<file path="src/rtl/serial_tx_pkg.sv">
// Shared definitions for the serial pattern transmitter: the state encoding and
// the default word width and gap length.
package serial_tx_pkg;

  typedef enum logic [1:0] {
    ST_IDLE  = 2'd0,
    ST_SHIFT = 2'd1,
    ST_GAP   = 2'd2
  } state_t;

  localparam int DEF_DATA_W  = 8;
  localparam int DEF_GAP_CYC = 1;

endpackage

</file>
<file path="src/rtl/serial_pattern_tx.sv">
// Parallel-to-serial transmitter. It sends an MSB-first frame of programmable
// length with an enable strobe, then holds a fixed idle gap before the next handshake.
module serial_pattern_tx
  import serial_tx_pkg::*;
#(
  parameter int DATA_W  = DEF_DATA_W,
  parameter int GAP_CYC = DEF_GAP_CYC,
  parameter int LEN_W   = 6
) (
  input  logic              clk,
  input  logic              rst_n,
  input  logic              din_vld,
  input  logic [DATA_W-1:0] din,
  input  logic [LEN_W-1:0]  din_len,
  output logic              din_rdy,
  output logic              enable,
  output logic              datain,
  output logic              done,
  output logic              busy
);

  // The counter is shared between the bit index and the gap length, so it must hold either.
  localparam int CNT_W = (LEN_W > 4) ? LEN_W : 4;
  localparam logic [CNT_W-1:0] GAP_LAST = (GAP_CYC > 0) ? CNT_W'(GAP_CYC - 1) : '0;

  state_t            state_q, state_nxt;
  logic [DATA_W-1:0] shreg_q, shreg_nxt;
  logic [CNT_W-1:0]  cnt_q, cnt_nxt;
  logic              enable_d, datain_d, done_d, din_rdy_d, busy_d;
  logic              accept;

  // Index of the last bit to send. A length of 0, or one beyond the word, selects the full word.
  function automatic logic [CNT_W-1:0] last_idx(input logic [LEN_W-1:0] len);
    if (len == '0 || int'(len) > DATA_W) return CNT_W'(DATA_W - 1);
    return CNT_W'(int'(len) - 1);
  endfunction

  assign accept = din_vld & din_rdy;

  always_ff @(posedge clk or negedge rst_n) begin
    if (!rst_n) begin
      state_q <= ST_IDLE;
      shreg_q <= '0;
      cnt_q   <= '0;
      enable  <= 1'b0;
      datain  <= 1'b0;
      done    <= 1'b0;
      din_rdy <= 1'b0;
      busy    <= 1'b0;
    end else begin
      state_q <= state_nxt;
      shreg_q <= shreg_nxt;
      cnt_q   <= cnt_nxt;
      enable  <= enable_d;
      datain  <= datain_d;
      done    <= done_d;
      din_rdy <= din_rdy_d;
      busy    <= busy_d;
    end
  end

  always_comb begin
    state_nxt = state_q;
    shreg_nxt = shreg_q;
    cnt_nxt   = cnt_q;
    case (state_q)
      ST_IDLE: begin
        if (accept) begin
          state_nxt = ST_SHIFT;
          shreg_nxt = din;
          cnt_nxt   = last_idx(din_len);
        end
      end
      ST_SHIFT: begin
        if (cnt_q == '0) begin
          shreg_nxt = '0;
          if (GAP_CYC > 0) begin
            state_nxt = ST_GAP;
            cnt_nxt   = GAP_LAST;
          end else begin
            state_nxt = ST_IDLE;
          end
        end else begin
          shreg_nxt = {shreg_q[DATA_W-2:0], 1'b0};
          cnt_nxt   = cnt_q - CNT_W'(1);
        end
      end
      ST_GAP: begin
        if (cnt_q == '0) state_nxt = ST_IDLE;
        else             cnt_nxt   = cnt_q - CNT_W'(1);
      end
      default: begin
        state_nxt = ST_IDLE;
        shreg_nxt = '0;
        cnt_nxt   = '0;
      end
    endcase
  end

  // Outputs are derived from the upcoming state so that their registers line up with it.
  always_comb begin
    enable_d  = (state_nxt == ST_SHIFT);
    datain_d  = enable_d & shreg_nxt[DATA_W-1];
    done_d    = enable_d & (cnt_nxt == '0);
    din_rdy_d = (state_nxt == ST_IDLE);
    busy_d    = (state_nxt != ST_IDLE);
  end

endmodule
</file>
<file path="config.mk">
export PLATFORM = sky130hd
export DESIGN_NAME = serial_pattern_tx
export DESIGN_NICKNAME = d
export VERILOG_FILES = /design/src/rtl/serial_tx_pkg.sv /design/src/rtl/serial_pattern_tx.sv
export SDC_FILE = /design/constraint.sdc
export NUM_CORES = 1
export LEC_CHECK = 0
export CORE_UTILIZATION = 35
export CTS_CLUSTER_DIAMETER = 100
export DETAILED_ROUTE_END_ITERATION = 8
export GPL_ROUTABILITY_DRIVEN = 0
export HOLD_SLACK_MARGIN = 0.03
export PLACE_DENSITY = 0.54
export SYNTH_ARGS = -nofsm -noshare
export SYNTH_HDL_FRONTEND = slang
export SYNTH_SLANG_ARGS = --single-unit
</file>
<file path="constraint.sdc">
create_clock -name clk -period 5.96 [get_ports clk]
set_input_delay 1.192 -clock clk [delete_from_list [all_inputs] [get_ports clk]]
set_output_delay 1.192 -clock clk [all_outputs]
set_load 0.1 [all_outputs]
</file>
# After elaboration in Yosys (flattened, before gate mapping)
# Cells that the tools add are included.
[word_totals]
wordCells = 44
reg_bits = 21
[op_classes]
n_lt_le_gt_ge = 1
add_sub_neg = 2
bitwise = 4
reduce_logical = 8
eq_ne = 4
n_mux = 16
[ops]
columns = ["cell", "count"]
rows = [
  ["$mux 6", 5],
  ["$pmux 8 s3", 1],
  ["$logic_not 6->1", 3],
  ["$pmux 6 s3", 1],
  ["$mux 8", 2],
  ["$sub 6x1->6 const B", 2],
  ["$gt 6x4->1 const B", 1],
  ["$mux 2", 3],
  ["$pmux 2 s3", 1],
  ["$eq 2x1->1 const B", 2],
  ["$logic_not 2->1", 2],
  ["$and 1x1->1", 3],
  ["$mux 1", 3],
  ["$eq 2x2->1 const B", 1],
  ["$ne 2x2->1 const B", 1],
  ["$reduce_and 2->1", 1],
  ["$reduce_bool 2->1", 1],
  ["$logic_or 1x1->1", 1],
  ["$not 1->1", 1],
]

# Depth between registers and ports, before layout
# Gate-level depths: netlist of run 1.
[logic_depth]
depth_word = 10
depth_mapped = 9

# Worst setup path after synthesis of run 1
# OpenSTA, ideal clock, no wires.
[synth_path]
path_kind = "input to register"
startpoint = "input port din_len[0]"
endpoint = "register done"
path_stages = 8
setup_ps = 68
setup_slack_ps = 3430
arrival_time_ps = 2462
path_cell_list = "inv_1 -> ha_1 -> nand2b_1 -> xnor2_1 -> nor3_4 -> nand2_1 -> a221o_1 -> and4b_1"
[synth_via]
elab_chain_cells = 10
word_cells_on_any_way = 12
[synth_rtl]
columns = ["element", "line", "source"]
rows = [
  ["start, declared", "serial_pattern_tx.sv:14", "input logic [LEN_W-1:0] din_len,"],
  ["$gt 6x4->1 or $logic_not 6->1 (tied branches)", "serial_pattern_tx.sv:34", "if (len == '0 || int'(len) > DATA_W) return CNT_W'(DATA_W - 1);"],
  ["$logic_or 1x1->1", "serial_pattern_tx.sv:34", ""],
  ["$mux 1", "serial_pattern_tx.sv:34", ""],
  ["$mux 1", "serial_pattern_tx.sv:68", "if (accept) begin"],
  ["$mux 1", "serial_pattern_tx.sv:66", "case (state_q)"],
  ["$mux 6 *", "serial_pattern_tx.sv:35", "return CNT_W'(int'(len) - 1);"],
  ["$mux 6 *", "serial_pattern_tx.sv:68", ""],
  ["$pmux 6 s3 *", "serial_pattern_tx.sv:66", ""],
  ["via cnt_nxt[0]", "serial_pattern_tx.sv:28", "logic [CNT_W-1:0] cnt_q, cnt_nxt;"],
  ["$logic_not 6->1 *", "serial_pattern_tx.sv:104", "done_d = enable_d & (cnt_nxt == '0);"],
  ["$and 1x1->1 *", "serial_pattern_tx.sv:104", ""],
  ["via done_d", "serial_pattern_tx.sv:29", "logic enable_d, datain_d, done_d, din_rdy_d, busy_d;"],
  ["end signal, assigned", "serial_pattern_tx.sv:56", "done <= done_d;"],
  ["end, declared", "serial_pattern_tx.sv:18", "output logic done,"],
]
# The timed path passes the listed nets; every way through them passes the cells marked *. The select of a mux whose other input is x is not followed.
# A chain may end at the register's enable or synchronous reset.

# Final worst setup path of run 1
[layout_path]
startpoint = "register done"
endpoint = "output port done"
# No word-level cell between the ends.

==> impl_metrics.csv, run 1 <==
group,metric,value,unit
setup_path,max_stage_delay,1.14,ns
die,num_io_pins,22,
synth,ys_types,44,
synth,synth_seq_area_share,44.68,%
die,start_util,37.60,%
setup_path,reg2reg_setup_slack,3.81,ns
power_and_ir_drop,seqPwrFrac,30.3,%
setup_path,critPathLaunchType,"flop",
clock_tree,path_clk_slew,0.12,ns
timing,worst_pin_slew,1.122,ns
setup_path,path_depth,1,
outcome,status,"completed",
cells_and_area,utilization,46.40,%
hold_path,hold_class,"reg2reg",
power_and_ir_drop,pwr-share-comb,61.4,%
setup_path,reg2reg_to,"done",
timing,maxSlewHeadroom,24.80,%
synth,synth_seq_cells,21,
setup_path,endpoint_kind,"output port",
timing,fin_worst_skew,0.005153,ns
hold_path,holdPathStages,2,
job,drv_cap,0,
detailed_routing,via_per_inst,5.357,
die,die_y,59.97,um
setup_path,crit_chain,"clkdlybuf4s50_1",
detailed_routing,drt-initial-drc-count,54,
cells_and_area,seq_area,525.5,sq um
clock_tree,worstSkewPairLatency,0.30,ns
die,num_rows,20,
setup_path,cp_top_family,"buffers and inverters",
timing,rsz0062_at_grt,"false",
clock_tree,cts_setup_buffers,0,
global_route,antenna_found_initial,0,
power_and_ir_drop,cell_internal_pwr,412.3,uW
power_and_ir_drop,p_leak,0.0006862,uW
cells_and_area,nNetsFinal,161,
clock_tree,post_cts_resized,0,
setup_path,r2r-start,"cnt_q[0]",
global_route,grt_max_degree,22,
cells_and_area,multiInputGateArea,589.3,sq um
synth,synthCells,116,
detailed_routing,wl_per_cell,12.93,um
synth,synth_warnings,0,
setup_path,crit_type,"reg2out",
hold_path,min_to,"shreg_q[7]",
clock_tree,cts_tree,"built",
timing,slew_violations,0,
synth,synth-edff-count,0,
cells_and_area,num_antenna_cells,0,
power_and_ir_drop,switching_share,49.94,%
cells_and_area,layout_common_cells,"dfrtp_1, clkdlybuf4s50_1, inv_1",
clock_tree,cts_sinks,21,
setup_path,rr_worst_depth,8,
power_and_ir_drop,power.density,567.4,nW/um^2
clock_tree,cts_max_path_buffers,2,
timing,finalCritPeriodShare,50.32,%
clock_tree,cts_buffers,3,
setup_path,required,4.77,ns
placement,numPortBuffers,21,
timing,fmax,0.3334,GHz
timing,fin_tns_setup,0,ns
cells_and_area,area_growth,23.40,%
hold_path,worstHoldStart,"shreg_q[7]",
setup_path,cp_num_buf_inv,1,
detailed_routing,ant_nets,0,
timing,finalSetupViolations,0,
synth,synthFlopType,"dfrtp_1",
die,core_area,3128,sq um
die,die_x,59.97,um
placement,dp_cells,178,
synth,avgSynthCellArea,10.14,sq um
global_route,grt_pass1_wl,4126,um
cells_and_area,fill_cells,302,
synth,synth_fp_nets,138,
synth,synth_area,1176,sq um
synth,synthArstFlopShare,100.0,%
setup_path,crit_arrival,1.81,ns
global_route,grt_pass1_vias,948,
placement,dpl.hpwl,1861,um
cells_and_area,final_layout_size_suffix_gt1_share,9.420,%
cells_and_area,fin_cells,182,
clock_tree,htree_levels,1,
setup_path,path_max_fanout,1,
clock_tree,hold_buffers,0,
clock_tree,root_buffer,"clkbuf_4",
die,dieArea,3596,sq um
power_and_ir_drop,ir_worst_vdd,0.1832,mV
global_route,grt_use_total,15.49,%
detailed_routing,routed-via-count,975,
timing,finalHoldViolations,0,
detailed_routing,firstDrtPassIters,4,
timing,fin_crit,2.999,ns
power_and_ir_drop,p_sw,411.3,uW
detailed_routing,wirelength,2354,um
global_route,gr-total-overflow,0,
power_and_ir_drop,clkPwrFrac,8.3,%
setup_path,cp_slowest_cell,"clkdlybuf4s50_1",
detailed_routing,route.detailed.drc,0,
timing,timing.hold.ws,0.5105,ns
synthesized netlist by cell type, drive strengths merged, types with 2 or more instances:
library cell | n | area share [%]
a21oi | 2 | 1.2
nand2 | 11 | 3.7
ha | 5 | 5.3
inv | 12 | 3.8
nor3b | 2 | 1.3
nand2b | 2 | 1.1
buf | 2 | 1.1
xnor2 | 3 | 2.2
and2 | 2 | 1.1
o21ai | 4 | 1.7
nor2 | 6 | 1.9
a21o | 2 | 1.3
a31o | 2 | 1.5
or2 | 2 | 1.1
nor3 | 6 | 4.9
a222oi | 7 | 6.0
nor2b | 4 | 2.1
a31oi | 3 | 1.6
dfrtp | 21 | 45
logic make-up (layout without fill, tap and decap cells):
family | after synthesis | after routing | share of synthesized area (%)
multiplexers | 1 | 1 | 0.9574
AND/OR/NAND/NOR | 40 | 40 | 20.11
adder cells (fa/ha/maj) | 5 | 5 | 5.319
XOR/XNOR | 4 | 4 | 2.979
flip-flops | 21 | 21 | 44.68
AO/OA/AOI/OAI | 30 | 30 | 20.75
buffers and inverters | 15 | 37 | 5.212
registers in the layout (all words and copies together) (netlist names):
signal / count
busy: 1
cnt_q: 6
datain: 1
din_rdy: 1
done: 1
enable: 1
shreg_q: 8
state_q: 2
routing by layer:
layer | vias to the layer above | routed length [um] | track usage, %
met1 | 480 | 1100 | 21.38
li1 | 470 | - | -
met5 | - | 0 | 0
met3 | 2 | 98 | 2.597
met2 | 23 | 1142 | 25.08
met4 | 0 | 12 | 3.987
per-stage QoR:
step	instance area [sq um]	worst slack, ns	total power [uW]
after floorplan	1176	3.430	646.4
after global placement	1425	2.718	759.9
after detailed placement	1425	2.634	763.2
after CTS	1451	2.938	833.3
after global routing	1451	2.850	897.7
final	1451	2.961	823.5
worst max path at each step:
stage               startpoint  endpoint  slack (ns)
global route           din_vld      done        2.85
global placement       din_vld      done        2.72
finish                    done      done        2.96
detailed placement     din_vld      done        2.63
floorplan           din_len[0]      done        3.43
CTS                       done      done        2.94
final cells by class:
cell class | count | share of cell area [%]
multi-input combinational | 80 | 40.60
sequential | 21 | 36.21
timing repair buffer | 21 | 14.48
tap | 44 | 3.793
inverter | 12 | 3.103
clock buffer | 4 | 1.810
power groups by stage:
stage	clock network [uW]	logic, uW	registers, uW
CTS	71.9	512	250
finish	68.2	506	249
global placement	0	507	253
detailed placement	0	511	253
floorplan	0	284	362
global route	79.1	561	258
(Power assumes the default switching activity.)
==> run 2, diff against run 1 <==
--- a/config.mk
+++ b/config.mk
@@ -10,7 +10,7 @@
 export DETAILED_ROUTE_END_ITERATION = 8
 export GPL_ROUTABILITY_DRIVEN = 0
 export HOLD_SLACK_MARGIN = 0.03
-export PLACE_DENSITY = 0.54
+export PLACE_DENSITY = 0.56
 export SYNTH_ARGS = -nofsm -noshare
 export SYNTH_HDL_FRONTEND = slang
 export SYNTH_SLANG_ARGS = --single-unit
==> constraint.sdc (replaced) <==
create_clock -name clk -period 2.5 [get_ports clk]
set_input_delay 0.5 -clock clk [delete_from_list [all_inputs] [get_ports clk]]
set_output_delay 0.5 -clock clk [all_outputs]
set_load 0.1 [all_outputs]
==> run 2 against run 1 <==
Compared with the run above: flip-flop and latch count did not move; register-to-register slack worse by 3.4 ns; utilization increased by 0.68 points; sequential power up 140%; die area did not move; setup slack lost 2.6 ns; worst hold slack worse by 0.0024 ns; routed wire length decreased by 1.3%; sequential share of layout area is 0.52 points lower; count of clock-buffer cells in the layout decreased by 1; clock skew fell by 0.0025 ns; highest routed layer is now met3.
==> impl_metrics.csv, run 2 (synthesis gave the netlist of run 1 again) <==
group,metric,value,unit
cells_and_area,top_register,"shreg_q",
setup_path,reg2reg_setup_slack,0.37,ns
timing,fmax,0.4698,GHz
power_and_ir_drop,power.density,1340,nW/um^2
clock_tree,cts_sinks,21,
die,dieArea,3596,sq um
detailed_routing,routed-via-count,940,
clock_tree,cts_tree,"built",
die,start_util,37.60,%
clock_tree,cts_buffers,3,
die,core_area,3128,sq um
die,die_y,59.97,um
clock_tree,hold_buffers,0,
placement,dpl.hpwl,1845,um
cells_and_area,largest_reg_flops,8,
hold_path,hold_class,"reg2reg",
timing,worst_pin_slew,0.4222,ns
timing,timing.hold.ws,0.5080,ns
die,num_io_pins,22,
setup_path,path_max_fanout,5,
cells_and_area,final_common_cell,"dfrtp_1",
detailed_routing,wirelength,2324,um
power_and_ir_drop,power.total,1974,uW
detailed_routing,drt-initial-drc-count,54,
detailed_routing,ant_nets,0,
timing,fin_tns_setup,0,ns
cells_and_area,layout_common_cells,"dfrtp_1, clkdlybuf4s50_1, inv_1",
clock_tree,htree_levels,1,
global_route,gr-total-overflow,0,
cells_and_area,final_layout_size_suffix_gt1_share,16.20,%
placement,dpl-instance-area,1443,sq um
timing,maxSlewHeadroom,71.80,%
timing,slew_violations,0,
power_and_ir_drop,p_leak,0.0007120,uW
placement,numPortBuffers,21,
timing,finalCritPeriodShare,85.14,%
cells_and_area,biggestRegsByFlops,"shreg_q (8), cnt_q (6), state_q (2)",
timing,fin_crit,2.128,ns
timing,fin_worst_skew,0.002674,ns
cells_and_area,nNetsFinal,165,
timing,finalSetupViolations,0,
cells_and_area,final_area,1473,sq um
clock_tree,worstSkewPairLatency,0.31,ns
setup_path,endpoint_kind,"flop",
setup_path,crit_type,"reg2reg",
detailed_routing,firstDrtPassIters,4,
setup_path,critPathLaunchType,"flop",
die,die_x,59.97,um
timing,rsz0062_at_grt,"false",
timing,finalHoldViolations,0,
clock_tree,cts_setup_buffers,0,
global_route,grt_use_total,15.97,%
global_route,antenna_found_initial,0,
cells_and_area,area_growth,25.21,%
cells_and_area,fill_cells,293,
clock_tree,cts_max_path_buffers,2,
power_and_ir_drop,ir_worst_vdd,0.4701,mV
global_route,grt_max_degree,22,
global_route,grt_pass1_wl,4333,um
clock_tree,post_cts_resized,0,
cells_and_area,fin_cells,186,
detailed_routing,via_per_inst,5.054,
cells_and_area,multiInputGateArea,589.3,sq um
setup_path,required,2.75,ns
outcome,status,"completed",
detailed_routing,wl_per_cell,12.49,um
die,num_rows,20,
job,drv_cap,0,
clock_tree,path_clk_slew,0.12,ns
cells_and_area,num_antenna_cells,0,
detailed_routing,route.detailed.drc,0,
placement,dp_cells,182,
setup_path,crit_arrival,2.38,ns
clock_tree,root_buffer,"clkbuf_4",
global_route,grt_pass1_vias,970,
cells_and_area,seq_area,525.5,sq um
## run 2: per-layer routing
layer / GRT usage [%] / routed length (um) / vias up / share of wire [%]
li1: - / - / 478 / -
met1: 21.47 / 1095 / 446 / 47
met2: 26.83 / 1160 / 16 / 50
met3: 3.896 / 69 / 0 / 3.0
met4: 1.661 / 0 / 0 / 0
met5: 0 / 0 / - / 0
## run 2: power breakdown
part	internal, uW	switching, uW
clock network	60.9	109
registers	485	110
logic	435	776
## run 2: area by class of cell
cell class / count / area share, %
Clock buffer: 3 / 1.529
Multi-Input combinational cell: 80 / 40.02
Sequential cell: 21 / 35.68
Timing Repair Buffer: 25 / 15.46
Inverter: 12 / 3.059
Clock inverter: 1 / 0.5098
Tap cell: 44 / 3.738
## run 2: worst max-delay path: stages (launching register included)
cell and delay, ns:
dfrtp_1 0.44, inv_1 0.12, ha_1 0.14, nor2b_1 0.37, nand2_2 0.13, ha_1 0.28, o21ai_0 0.09, a221o_1 0.27
and4b_1 0.24
## run 2: path summary, 6_finish.rpt
kind                                 start          to  cells after the start
worst max-delay path              cnt_q[0]        done                      8
worst min-delay path            shreg_q[7]  shreg_q[7]                      2
worst max register to register    cnt_q[0]        done                      8
worst min register to register  shreg_q[7]  shreg_q[7]                      2
max in group asynchronous            rst_n    cnt_q[3]                      2
min in group asynchronous            rst_n  shreg_q[6]                      2
## run 2: stage by stage
| stage | util (%) | setup slack, ns |
|---|---|---|
| finish | 47.08 | 0.3716 |
| global route | 47.08 | 0.2352 |
| CTS | 47.08 | 0.3576 |
| detailed placement | 46.12 | 0.07602 |
| global placement | 46.12 | 0.08267 |
| floorplan | - | 0.4377 |
==> run 3, diff against run 2 <==
--- a/config.mk
+++ b/config.mk
@@ -5,6 +5,8 @@
 export SDC_FILE = /design/constraint.sdc
 export NUM_CORES = 1
 export LEC_CHECK = 0
+export ABC_CLOCK_PERIOD_IN_PS = 2500
+export CORE_ASPECT_RATIO = 0.8
 export CORE_UTILIZATION = 35
 export CTS_CLUSTER_DIAMETER = 100
 export DETAILED_ROUTE_END_ITERATION = 8
==> run 3 against run 2 <==
Compared with the run above: sequential power grew 1%; fmax shrank 6.3%; utilization shrank 0.25 points; largest power group unchanged.
==> impl_metrics.csv, run 3 (synthesis gave the netlist of run 1 again) <==
group,metric,value,unit
clock_tree,cts_sinks,21,
clock_tree,cts_buffers,3,
placement,dp_cells,177,
cells_and_area,final_common_cell,"dfrtp_1",
setup_path,max_stage_delay,0.50,ns
hold_path,hold_class,"reg2reg",
global_route,grt_use_total,16.40,%
detailed_routing,wirelength,2564,um
power_and_ir_drop,power.total,2049,uW
setup_path,cp_top_family,"simple AND/OR/NAND/NOR gates",
cells_and_area,largest_reg_flops,8,
cells_and_area,multiInputGateArea,589.3,sq um
setup_path,required,2.69,ns
cells_and_area,top_register,"shreg_q",
cells_and_area,layout_common_cells,"dfrtp_1, clkdlybuf4s50_1, inv_1",
clock_tree,root_buffer,"clkbuf_8",
power_and_ir_drop,power.density,1388,nW/um^2
cells_and_area,biggestRegsByFlops,"shreg_q (8), cnt_q (6), state_q (2)",
setup_path,cp_num_buf_inv,2,
clock_tree,cts_setup_buffers,0,
detailed_routing,route.detailed.drc,0,
global_route,grt_pass1_wl,4305,um
clock_tree,worstSkewPairLatency,0.26,ns
setup_path,cp_slowest_cell,"clkdlybuf4s50_1",
timing,worst_pin_slew,0.4079,ns
timing,finalCritPeriodShare,90.88,%
die,dieArea,3598,sq um
timing,slew_violations,0,
setup_path,crit_type,"in2reg",
setup_path,crit_chain,"clkdlybuf4s50_1 -> inv_1 -> ha_1 -> nand2b_1 -> xnor2_1 -> nor3_4 -> nand2_1 -> a221o_1 -> and4b_1",
detailed_routing,via_per_inst,5.359,
cells_and_area,utilization,46.83,%
job,drv_cap,0,
cells_and_area,area_growth,25.53,%
power_and_ir_drop,p_leak,0.0007182,uW
setup_path,path_depth,9,
placement,dpl.hpwl,1917,um
die,num_rows,18,
clock_tree,cts_tree,"built",
die,die_y,53.85,um
timing,rsz0062_at_grt,"false",
detailed_routing,wl_per_cell,14.17,um
clock_tree,path_clk_slew,0.08,ns
die,num_io_pins,22,
timing,maxSlewHeadroom,72.75,%
timing,fin_crit,2.272,ns
setup_path,critPathLaunchType,"input port",
detailed_routing,firstDrtPassIters,6,
timing,finalHoldViolations,0,
setup_path,endpoint_kind,"flop",
clock_tree,hold_buffers,0,
timing,finalSetupViolations,0,
timing,fin_worst_skew,0.005999,ns
outcome,status,"completed",
power_and_ir_drop,ir_worst_vdd,0.6423,mV
placement,numPortBuffers,21,
hold_path,holdPathStages,2,
setup_path,crit_arrival,2.46,ns
global_route,grt_max_degree,22,
cells_and_area,fill_cells,300,
clock_tree,htree_levels,1,
cells_and_area,fin_cells,181,
cells_and_area,num_antenna_cells,0,
clock_tree,cts_max_path_buffers,2,
setup_path,rr_worst_depth,8,
detailed_routing,drt-initial-drc-count,85,
timing,fmax,0.4401,GHz
cells_and_area,final_layout_size_suffix_gt1_share,15.60,%
detailed_routing,ant_nets,0,
setup_path,path_max_fanout,7,
die,core_area,3153,sq um
global_route,antenna_found_initial,0,
global_route,grt_pass1_vias,908,
cells_and_area,nNetsFinal,164,
die,start_util,37.30,%
detailed_routing,routed-via-count,970,
cells_and_area,seq_area,525.5,sq um
global_route,gr-total-overflow,0,
die,die_x,66.81,um
clock_tree,post_cts_resized,0,
-- run 3: cell count changes in the layout (fill, tap and decap cells not counted), sizes merged --
cell      delta
clkinvlp     -1
buf          -1
clkinv       +1
-- run 3: metal layers --
| layer | up-vias | GRT usage, % | wire [um] |
|---|---|---|---|
| met2 | 26 | 26.26 | 1138 |
| li1 | 473 | - | - |
| met5 | - | 0 | 0 |
| met3 | 4 | 3.814 | 115 |
| met1 | 467 | 22.35 | 1282 |
| met4 | 0 | 4.255 | 27 |
-- run 3: layout make-up --
| cell class | instances | area share, % |
|---|---|---|
| clock buffer | 3 | 2.797 |
| tap | 40 | 3.390 |
| sequential | 21 | 35.59 |
| inverter | 12 | 3.051 |
| clock inverter | 1 | 0.3390 |
| multi-input combinational | 80 | 39.92 |
| timing repair buffer | 24 | 14.92 |
-- run 3: stage by stage --
step | hold slack [ns] | instance area [sq um] | setup TNS [ns] | worst slack [ns]
floorplan | 0.2044 | 1176 | 0 | 0.4377
global placement | 0.4709 | 1430 | -0.004764 | -0.004764
detailed placement | 0.4762 | 1430 | -0.01460 | -0.01460
CTS | 0.4957 | 1476 | 0 | 0.2326
global route | 0.5166 | 1476 | 0 | 0.1365
finish | 0.4968 | 1476 | 0 | 0.2279
-- run 3: path summary, 6_finish.rpt --
path,slack [ns],end,from
worst min register to register,0.50,shreg_q[7],shreg_q[7]
worst max register to register,0.36,done,cnt_q[0]
worst max-delay path,0.23,done,din_len[1]
max in group asynchronous,1.70,cnt_q[4],rst_n
worst min-delay path,0.50,shreg_q[7],shreg_q[7]
min in group asynchronous,0.58,shreg_q[7],rst_n
-- run 3: worst register-to-register path: cells and delay by family, from the launching register on --
family,cells,cell delay (ns)
and+or+nand+nor,3,0.74
adders and majority gates,2,0.44
DFF,1,0.42
AOI/OAI and AO/OA,2,0.36
buffers and inverters,1,0.12
-- run 3: power by group --
group | total [uW] | switching [uW] | internal (uW)
sequential | 600 | 114 | 486
clock | 218 | 107 | 111
combinational | 1230 | 800 | 431
total | 2050 | 1020 | 1030
